==> config.mk <==
export PLATFORM = sky130hd
export DESIGN_NAME = mc_maindec
export DESIGN_NICKNAME = d
export VERILOG_FILES = /design/src/rtl/mips_ctrl_pkg.sv /design/src/rtl/mc_wait_timer.sv /design/src/rtl/mc_maindec.sv
export SDC_FILE = /design/constraint.sdc
export NUM_CORES = 1
export LEC_CHECK = 0
export BUFFER_PORTS_ARGS = -buffer_cell sky130_fd_sc_hd__buf_2
export CAP_MARGIN = 40
export CORE_MARGIN = 3
export CORE_UTILIZATION = 45
export CTS_CLUSTER_DIAMETER = 100
export CTS_CLUSTER_SIZE = 14
export DETAILED_ROUTE_END_ITERATION = 6
export PLACE_DENSITY = 0.73
export RECOVER_POWER = 100
export SLEW_MARGIN = 20
export SYNTH_ARGS = -nofsm -noshare
export SYNTH_HDL_FRONTEND = slang
export SYNTH_SLANG_ARGS = --single-unit
==> constraint.sdc <==
create_clock -name clk -period 2.55 [get_ports clk]
set_input_delay 0.1275 -clock clk [delete_from_list [all_inputs] [get_ports clk]]
set_output_delay 0.1275 -clock clk [all_outputs]
set_load 0.05 [all_outputs]
==> src/rtl/mips_ctrl_pkg.sv <==
// Shared control encodings for the multicycle MIPS main decoder: opcodes,
// ALU operation codes, datapath mux select codes and the FSM state type.
// Latency: n/a (declarations only). Backpressure: n/a.
// Optional feature macro: MAINDEC_IMM_LOGIC_EN adds the IMMEX state so that
// andi/ori/slti are executed instead of trapping.
package mips_ctrl_pkg;

  // Opcode field values (instr[31:26])
  localparam logic [5:0] OP_RTYPE = 6'b000000;
  localparam logic [5:0] OP_J     = 6'b000010;
  localparam logic [5:0] OP_BEQ   = 6'b000100;
  localparam logic [5:0] OP_ADDI  = 6'b001000;
  localparam logic [5:0] OP_SLTI  = 6'b001010;
  localparam logic [5:0] OP_ANDI  = 6'b001100;
  localparam logic [5:0] OP_ORI   = 6'b001101;
  localparam logic [5:0] OP_LW    = 6'b100011;
  localparam logic [5:0] OP_SW    = 6'b101011;

  // aluop codes consumed by the downstream ALU decoder
  localparam logic [2:0] ALUOP_ADD   = 3'b000;
  localparam logic [2:0] ALUOP_SUB   = 3'b001;
  localparam logic [2:0] ALUOP_RTYPE = 3'b010;
  localparam logic [2:0] ALUOP_AND   = 3'b011;
  localparam logic [2:0] ALUOP_OR    = 3'b100;
  localparam logic [2:0] ALUOP_SLT   = 3'b101;

  // ALU B-operand select
  localparam logic [1:0] ALUSRCB_RT    = 2'b00;
  localparam logic [1:0] ALUSRCB_FOUR  = 2'b01;
  localparam logic [1:0] ALUSRCB_IMM   = 2'b10;
  localparam logic [1:0] ALUSRCB_IMMSH = 2'b11;

  // Next-PC select
  localparam logic [1:0] PCSRC_ALU    = 2'b00;
  localparam logic [1:0] PCSRC_ALUOUT = 2'b01;
  localparam logic [1:0] PCSRC_JUMP   = 2'b10;

  typedef enum logic [3:0] {
    S_FETCH   = 4'd0,
    S_DECODE  = 4'd1,
    S_MEMADR  = 4'd2,
    S_MEMRD   = 4'd3,
    S_MEMWB   = 4'd4,
    S_MEMWR   = 4'd5,
    S_EXECUTE = 4'd6,
    S_ALUWB   = 4'd7,
    S_BEQ     = 4'd8,
    S_ADDIEX  = 4'd9,
    S_IMMWB   = 4'd10,
    S_JUMP    = 4'd11,
    S_TRAP    = 4'd12
`ifdef MAINDEC_IMM_LOGIC_EN
    ,
    S_IMMEX   = 4'd13
`endif
  } state_t;

  // ALU operation for the logical/compare immediates; anything that is not
  // andi or ori is treated as slti since only those three reach IMMEX.
  function automatic logic [2:0] imm_aluop(input logic [5:0] op);
    case (op)
      OP_ANDI: return ALUOP_AND;
      OP_ORI:  return ALUOP_OR;
      default: return ALUOP_SLT;
    endcase
  endfunction

endpackage

==> src/rtl/mc_wait_timer.sv <==
// Memory wait watchdog: counts consecutive cycles a memory access is stalled
// and flags a timeout in the cycle the TIMEOUT-th stall cycle is observed.
// Latency: timeout is combinational from the count and inputs. Backpressure: n/a.
//
// Ports:
//   clk, reset  - rising-edge clock, synchronous active-high reset
//   mem_req     - a memory access is being requested this cycle
//   mem_ready   - the access completes this cycle
//   timeout     - this stall cycle is the TIMEOUT-th one (never set if TIMEOUT==0)
module mc_wait_timer #(
  parameter int unsigned TIMEOUT = 16
) (
  input  logic clk,
  input  logic reset,
  input  logic mem_req,
  input  logic mem_ready,
  output logic timeout
);

  // The count only needs to reach TIMEOUT-1: the stall cycle seen with that
  // count is the one that fires, and firing clears the counter.
  localparam int unsigned CW = (TIMEOUT < 2) ? 1 : $clog2(TIMEOUT);

  logic [CW-1:0] cnt_q, cnt_d;
  logic          waiting;

  assign waiting = mem_req & ~mem_ready;

  generate
    if (TIMEOUT == 0) begin : g_off
      assign timeout = 1'b0;
    end else begin : g_on
      assign timeout = waiting && (cnt_q == CW'(TIMEOUT - 1));
    end
  endgenerate

  always_comb begin
    cnt_d = cnt_q;
    // Clearing on !mem_req also covers leaving a memory state.
    if (!waiting || timeout) begin
      cnt_d = '0;
    end else if (TIMEOUT != 0) begin
      cnt_d = cnt_q + 1'b1;
    end
  end

  always_ff @(posedge clk) begin
    if (reset) begin
      cnt_q <= '0;
    end else begin
      cnt_q <= cnt_d;
    end
  end

endmodule

==> src/rtl/mc_maindec.sv <==
// Multicycle MIPS main control FSM: sequences fetch/decode/execute/memory/
// writeback per opcode and drives datapath selects, strobes and aluop.
// Latency: one state per cycle; memory states stall on mem_ready, and a
// memory access stalled TIMEOUT cycles (TIMEOUT=0 disables) traps.
//
// Ports:
//   clk, reset      - rising-edge clock, synchronous active-high reset
//   op              - opcode from the instruction register
//   zero            - ALU zero flag (qualifies branches)
//   mem_ready       - memory completes the current access this cycle
//   mem_req, iord, memwrite, irwrite  - memory interface controls
//   regwrite, regdst, memtoreg        - register file write controls
//   alusrca, alusrcb, aluop           - ALU operand/operation selects
//   pcsrc, pcen                       - next-PC select and PC enable
//   err                               - sticky trap flag
// Optional feature macro: MAINDEC_IMM_LOGIC_EN (andi/ori/slti via IMMEX).
module mc_maindec
  import mips_ctrl_pkg::*;
#(
  parameter int unsigned TIMEOUT = 16
) (
  input  logic       clk,
  input  logic       reset,
  input  logic [5:0] op,
  input  logic       zero,
  input  logic       mem_ready,
  output logic       mem_req,
  output logic       iord,
  output logic       memwrite,
  output logic       irwrite,
  output logic       regwrite,
  output logic       regdst,
  output logic       memtoreg,
  output logic       alusrca,
  output logic [1:0] alusrcb,
  output logic [1:0] pcsrc,
  output logic [2:0] aluop,
  output logic       pcen,
  output logic       err
);

  state_t state_q, state_d;
  logic   err_q, err_d;

  logic req_raw;
  logic we_raw;
  logic ir_raw;
  logic rw_raw;
  logic pcwrite;
  logic branch;
  logic timeout;

  // Kept outside the main always_comb so the timer's timeout feedback into
  // the next-state logic is not a block-level combinational loop.
  assign req_raw = (state_q == S_FETCH) || (state_q == S_MEMRD) ||
                   (state_q == S_MEMWR);

  mc_wait_timer #(
    .TIMEOUT (TIMEOUT)
  ) u_wait_timer (
    .clk       (clk),
    .reset     (reset),
    .mem_req   (req_raw),
    .mem_ready (mem_ready),
    .timeout   (timeout)
  );

  always_comb begin
    state_d  = state_q;
    we_raw   = 1'b0;
    ir_raw   = 1'b0;
    rw_raw   = 1'b0;
    pcwrite  = 1'b0;
    branch   = 1'b0;
    iord     = 1'b0;
    regdst   = 1'b0;
    memtoreg = 1'b0;
    alusrca  = 1'b0;
    alusrcb  = ALUSRCB_RT;
    pcsrc    = PCSRC_ALU;
    aluop    = ALUOP_ADD;

    case (state_q)
      S_FETCH: begin
        alusrcb = ALUSRCB_FOUR;
        // IR load and PC+4 only happen on the cycle the fetch completes.
        ir_raw  = mem_ready;
        pcwrite = mem_ready;
        if (mem_ready) state_d = S_DECODE;
      end
      S_DECODE: begin
        alusrcb = ALUSRCB_IMMSH;  // precompute branch target
        case (op)
          OP_LW, OP_SW: state_d = S_MEMADR;
          OP_RTYPE:     state_d = S_EXECUTE;
          OP_BEQ:       state_d = S_BEQ;
          OP_ADDI:      state_d = S_ADDIEX;
          OP_J:         state_d = S_JUMP;
`ifdef MAINDEC_IMM_LOGIC_EN
          OP_ANDI, OP_ORI, OP_SLTI: state_d = S_IMMEX;
`endif
          default:      state_d = S_TRAP;
        endcase
      end
      S_MEMADR: begin
        alusrca = 1'b1;
        alusrcb = ALUSRCB_IMM;
        state_d = (op == OP_LW) ? S_MEMRD : S_MEMWR;
      end
      S_MEMRD: begin
        iord = 1'b1;
        if (mem_ready) state_d = S_MEMWB;
      end
      S_MEMWB: begin
        rw_raw   = 1'b1;
        memtoreg = 1'b1;
        state_d  = S_FETCH;
      end
      S_MEMWR: begin
        iord   = 1'b1;
        we_raw = 1'b1;  // held for the whole access, commits on mem_ready
        if (mem_ready) state_d = S_FETCH;
      end
      S_EXECUTE: begin
        alusrca = 1'b1;
        aluop   = ALUOP_RTYPE;
        state_d = S_ALUWB;
      end
      S_ALUWB: begin
        rw_raw  = 1'b1;
        regdst  = 1'b1;
        state_d = S_FETCH;
      end
      S_BEQ: begin
        alusrca = 1'b1;
        aluop   = ALUOP_SUB;
        pcsrc   = PCSRC_ALUOUT;
        branch  = 1'b1;
        state_d = S_FETCH;
      end
      S_ADDIEX: begin
        alusrca = 1'b1;
        alusrcb = ALUSRCB_IMM;
        state_d = S_IMMWB;
      end
`ifdef MAINDEC_IMM_LOGIC_EN
      S_IMMEX: begin
        alusrca = 1'b1;
        alusrcb = ALUSRCB_IMM;
        aluop   = imm_aluop(op);
        state_d = S_IMMWB;
      end
`endif
      S_IMMWB: begin
        rw_raw  = 1'b1;
        state_d = S_FETCH;
      end
      S_JUMP: begin
        pcsrc   = PCSRC_JUMP;
        pcwrite = 1'b1;
        state_d = S_FETCH;
      end
      S_TRAP: begin
        state_d = S_TRAP;  // absorbing until reset
      end
      default: begin
        state_d = S_TRAP;  // unreachable encodings are treated as a fault
      end
    endcase

    // A stalled access that hits the limit abandons the instruction.
    if (timeout) state_d = S_TRAP;

    err_d = err_q | (state_d == S_TRAP);
  end

  // Strobes are suppressed during reset so nothing is disturbed while the
  // state register still holds a stale value.
  assign mem_req  = req_raw & ~reset;
  assign memwrite = we_raw & ~reset;
  assign irwrite  = ir_raw & ~reset;
  assign regwrite = rw_raw & ~reset;
  assign pcen     = (pcwrite | (branch & zero)) & ~reset;
  assign err      = err_q;

  always_ff @(posedge clk) begin
    if (reset) begin
      state_q <= S_FETCH;
      err_q   <= 1'b0;
    end else begin
      state_q <= state_d;
      err_q   <= err_d;
    end
  end

endmodule

Yosys cells after proc, flatten, opt, wreduce, memory -nomap -nowiden. Index checks and enable logic that the tools add are counted.

Register bits after elaboration: 9. Input port bits: 10.

Muxes and demuxes: 19. Equality and inequality tests: 18. Reduce and logical (&&, ||, !) cells: 14. Bitwise logic cells: 11. Add/sub/neg operators: 1.

Operators by type and width (count): 4-bit case mux with 8 select lines (1); 4-bit equality test, second input constant (6); 4-bit case mux with 5 select lines (1); 4-bit by 3-bit equality test with 1-bit output, second input constant (4); 4-bit two-way mux (4); 6-bit equality test, second input constant (2); 4-bit by 2-bit equality test with 1-bit output, second input constant (2); 1-bit two-way mux (8); 2-bit case mux with 2 select lines (2); 2-bit OR reduction (4); 1-bit bitwise AND (7); 6-bit by 2-bit equality test with 1-bit output, second input constant (1); 6-bit by 3-bit equality test with 1-bit output, second input constant (1); 6-bit by 4-bit equality test with 1-bit output, second input constant (1); 6-bit logical NOT (1); 2-bit case mux with 3 select lines (1); 5-bit OR reduction (1); 4-bit by 1-bit adder with 4-bit output, second input constant (1); 4-bit by 1-bit equality test with 1-bit output, second input constant (1); 4-bit logical NOT (1); 4-bit OR reduction (1); 1-bit logical OR (3); 3-bit two-way mux (1); 3-bit OR reduction (1); other kinds (5) (7).

Depth between registers and ports, before layout.
Word-level depth: 8. Mapped depth: 7. Mapped depth without buffers: 6.

Modules after synthesis. A second synthesis with hierarchy kept.

Cell total of the unflattened synthesis: 107. Area total of the unflattened synthesis: 809.5 µm².

By module, submodules not included: mc_maindec (times used 1, cells each 91, area each 643.1 µm²); mc_wait_timer (times used 1, cells each 16, area each 166.4 µm²).

Least setup slack after synthesis. No wires, ideal clock.

Kind: reg-to-output. From: register state_q[2]. To: output port regwrite. Buffers on the path: 1. Cell stages (with the launch flop): 6. Arrival: 2.623 ns. Slack: -0.201 ns. Path through: dfxtp_1 buf_4 nand2b_1 nor3_1 a21oi_1 nor2_1.

Longest elaborated chain between the ends: 4.

Ends and longest elaborated chain: from (decl) (RTL line mc_maindec.sv:42) `state_t state_q, state_d;`; from (signal assigned) (RTL line mc_maindec.sv:191) `state_q <= state_d;`; 4-bit equality test / 4-bit by 3-bit equality test with 1-bit output (equally long branches) (RTL line mc_maindec.sv:83) `case (state_q)`; 3-bit OR reduction (no line) *; 1-bit two-way mux * (RTL line mc_maindec.sv:83); 1-bit bitwise AND * (RTL line mc_maindec.sv:182) `assign regwrite = rw_raw & ~reset;`; to (decl) (RTL line mc_maindec.sv:31) `output logic regwrite,`.

Mark *: on every way between the ends. The rest lies on a longest branch, timed or not.

Final worst setup path.
From: register state_q[1]. To: output port alusrca.

Longest elaborated chain between the ends: 3.

Ends and longest elaborated chain: 4-bit equality test (tied with other cells) (RTL line mc_maindec.sv:83); 4-bit OR reduction (no line) *; 1-bit two-way mux * (RTL line mc_maindec.sv:83); to (decl) (RTL line mc_maindec.sv:34) `output logic alusrca,`.

Marks and branches as above.

==> results.md <==
* Mapped cell area at approximately 800 sq um
* # hold bufs at CTS at 0
* Largest net degree at the start of global routing at 24
* Die Area at between 0.002 and 0.0025 sq mm
* Detail Route Antenna Nets at 0
* Port bufs at 25
* Total track usage at 0.171
* Final setup violation count at 0
* VDD IR-drop max at 0.294 mV
* Clock root cell: clkbuf_4
* Crit Path Class: reg2out
* Yosys top cell by area: dfxtp_1
* Setup Skew at 0.00733 ns
* Nets at 140
* Max Slew Vio Count at 0
* Synthesized flop and latch total at 9
* Via count at a little over 800
* Hold WS at approximately 0.15 ns
* CTS tree: built
* Top_reg_cell synth: dfxtp_1
* Initial antenna violation count at 0
* PwrDens at ~470 mW/mm^2
* Longest Clk Path Bufs at 2
* Synth top area share at 0.226
* Slew of the pin with the lowest slew margin at about 0.74 ns
* Post-synthesis sequential area ratio at 0.226
* Initial DRC count at 10
* Max FO, Critical Path at 23
* Synth Net Count at roughly 120
* CTS buffer count at 3
* Overflow after GRT at 0
* Crit path DAT at around 2.1 ns
* Routed length per instance at around 13 um
* Count of flip-flops with a built-in enable after synthesis at 0
* Final Hold Fails at 0
* Period utilization at 0.884
* Hold crit path type: in2reg
* # DRC at 0
* Post-DP HPWL at between 1000 and 1500 um
* Commonest non-fill, non-tap cell in the layout: clkbuf_1
* Max Cap Violations at 0
* First-pass DRT Iterations at 4
* Rows at 14
* Fraction of registers with async set/reset at 0
* Setup TNS at 0 ns
* Via/cell ratio at around 5.5
* Core Box Area at 0.00159 sq mm
* First-pass GRT wire length at 2870 um
* Worst Setup Start Kind: register
* Vias in the first global route at a little under 700
* Die H at ~48 um
* Cts repair resizes at 0
* IO Pins at 27
* CTS clk-pin slew, worst paths at around 0.070 ns
* Critical Path RT at around 2.4 ns
* Yosys cell types at 44
* Syn Area/Cell at 7.39 sq um
* Clk sinks at 9
* F_max at approximately 440 MHz
* Share of cells above drive strength 1 at 0.133
* Slew HR at 0.506
* Commonest non-fill, non-tap cells in the layout: clkbuf_1 (15), nor2_1 (13), nor3_1 (10), buf_2 (10), dfxtp_1 (9)
* RSZ-0062 raised after global routing: false
* Syn Inst Count at between 100 and 150
* Antenna diodes at 0
* Minimum clock period at roughly 2.3 ns
* H-tree Lvls at 1
* Die Span X at 48.1 um
* Status: finished clean
* Yosys warns at 0
* Gpl congestion at 0.760
* Leak at 0.000343 uW
* Area grow syn2layout at 12.5%
* Top cells by area, synth: dfxtp_1 (23%), nor3_1 (6.9%), nor2_1 (6.1%)
* CP Capture Type: primary output
* Clock latency at the later pin of the worst-skew pair at around 0.26 ns
* Setup bufs post-CTS at 0
* Initial Utilization at 0.501
* Drt total wl at roughly 1900 um
[layout make-up]
type / instances / area (sq um)
Clock buffer: 4 / 26.3
Fill cell: 169 / 696
Inverter: 3 / 11.3
Multi-Input combinational cell: 87 / 543
Sequential cell: 9 / 180
Tap cell: 24 / 30.0
Timing Repair Buffer: 25 / 108
[synth_stat cells (2+ instances only)]
master / n
a21oi_1: 7
nand2b_1: 4
dfxtp_1: 9
or3b_1: 2
buf_2: 4
a31oi_1: 4
and3_1: 4
inv_1: 3
nand3_1: 2
nor2b_1: 2
xnor2_1: 2
o311ai_1: 2
nor3_1: 11
xor2_1: 2
nand3b_1: 2
mux2i_1: 2
nor2_1: 13
nand2_1: 6
buf_4: 2
[through the flow]
stage	total power, uW	cells	instance area, sq um	utilization	setup WS [ns]
final	423	152	898	0.564	0.296
after global placement	317	148	905	0.568	0.765
after detailed placement	319	148	905	0.568	0.681
after global routing	446	152	898	0.564	0.206
after CTS	431	152	931	0.584	0.479
after floorplan	292	108	803	-	0.257
[flip-flops by register name, indices dropped and copies added, names as in the netlist]
name and flops:
u_wait_timer.cnt_q 4, err 1, state_q 4
[path summary, 6_finish.rpt]
path,slack [ns],depth (start not counted),start,endpoint
min reg2reg,0.47,1,u_wait_timer.cnt_q[0],u_wait_timer.cnt_q[0]
min,0.15,2,reset,state_q[2]
max,0.30,3,state_q[1],alusrca
max reg2reg,0.64,4,state_q[0],u_wait_timer.cnt_q[0]
[metal layers]
metal | global-route usage | share of wire | wire length [um]
met5 | 0 | 0 | 0
met4 | 0.0645 | 0.0058 | 11
met3 | 0.0221 | 0.047 | 89
met2 | 0.288 | 0.45 | 862
met1 | 0.223 | 0.50 | 945
[kinds of logic after synthesis]
group,share of synthesized area
AND/OR/NAND/NOR,0.395
AO/OA/AOI/OAI,0.194
buffers and inverters,0.0815
flip-flops,0.226
XOR/XNOR,0.0439
multiplexers,0.0392
adder cells (fa/ha/maj),0.0157
other,0.00470
[worst max-delay path, cell delays in order (launching register included)]
cell	delay, ns
dfxtp_1	0.80
or3b_1	0.47
o21ai_0	0.10
clkbuf_1	0.49
[report_power, final]
| part | switching, uW | internal (uW) |
|---|---|---|
| combinational | 101 | 43.3 |
| clock | 52.2 | 60.4 |
| sequential | 19.3 | 147 |
| total | 172 | 251 |
Note: power is estimated with default switching activity, not from simulation.
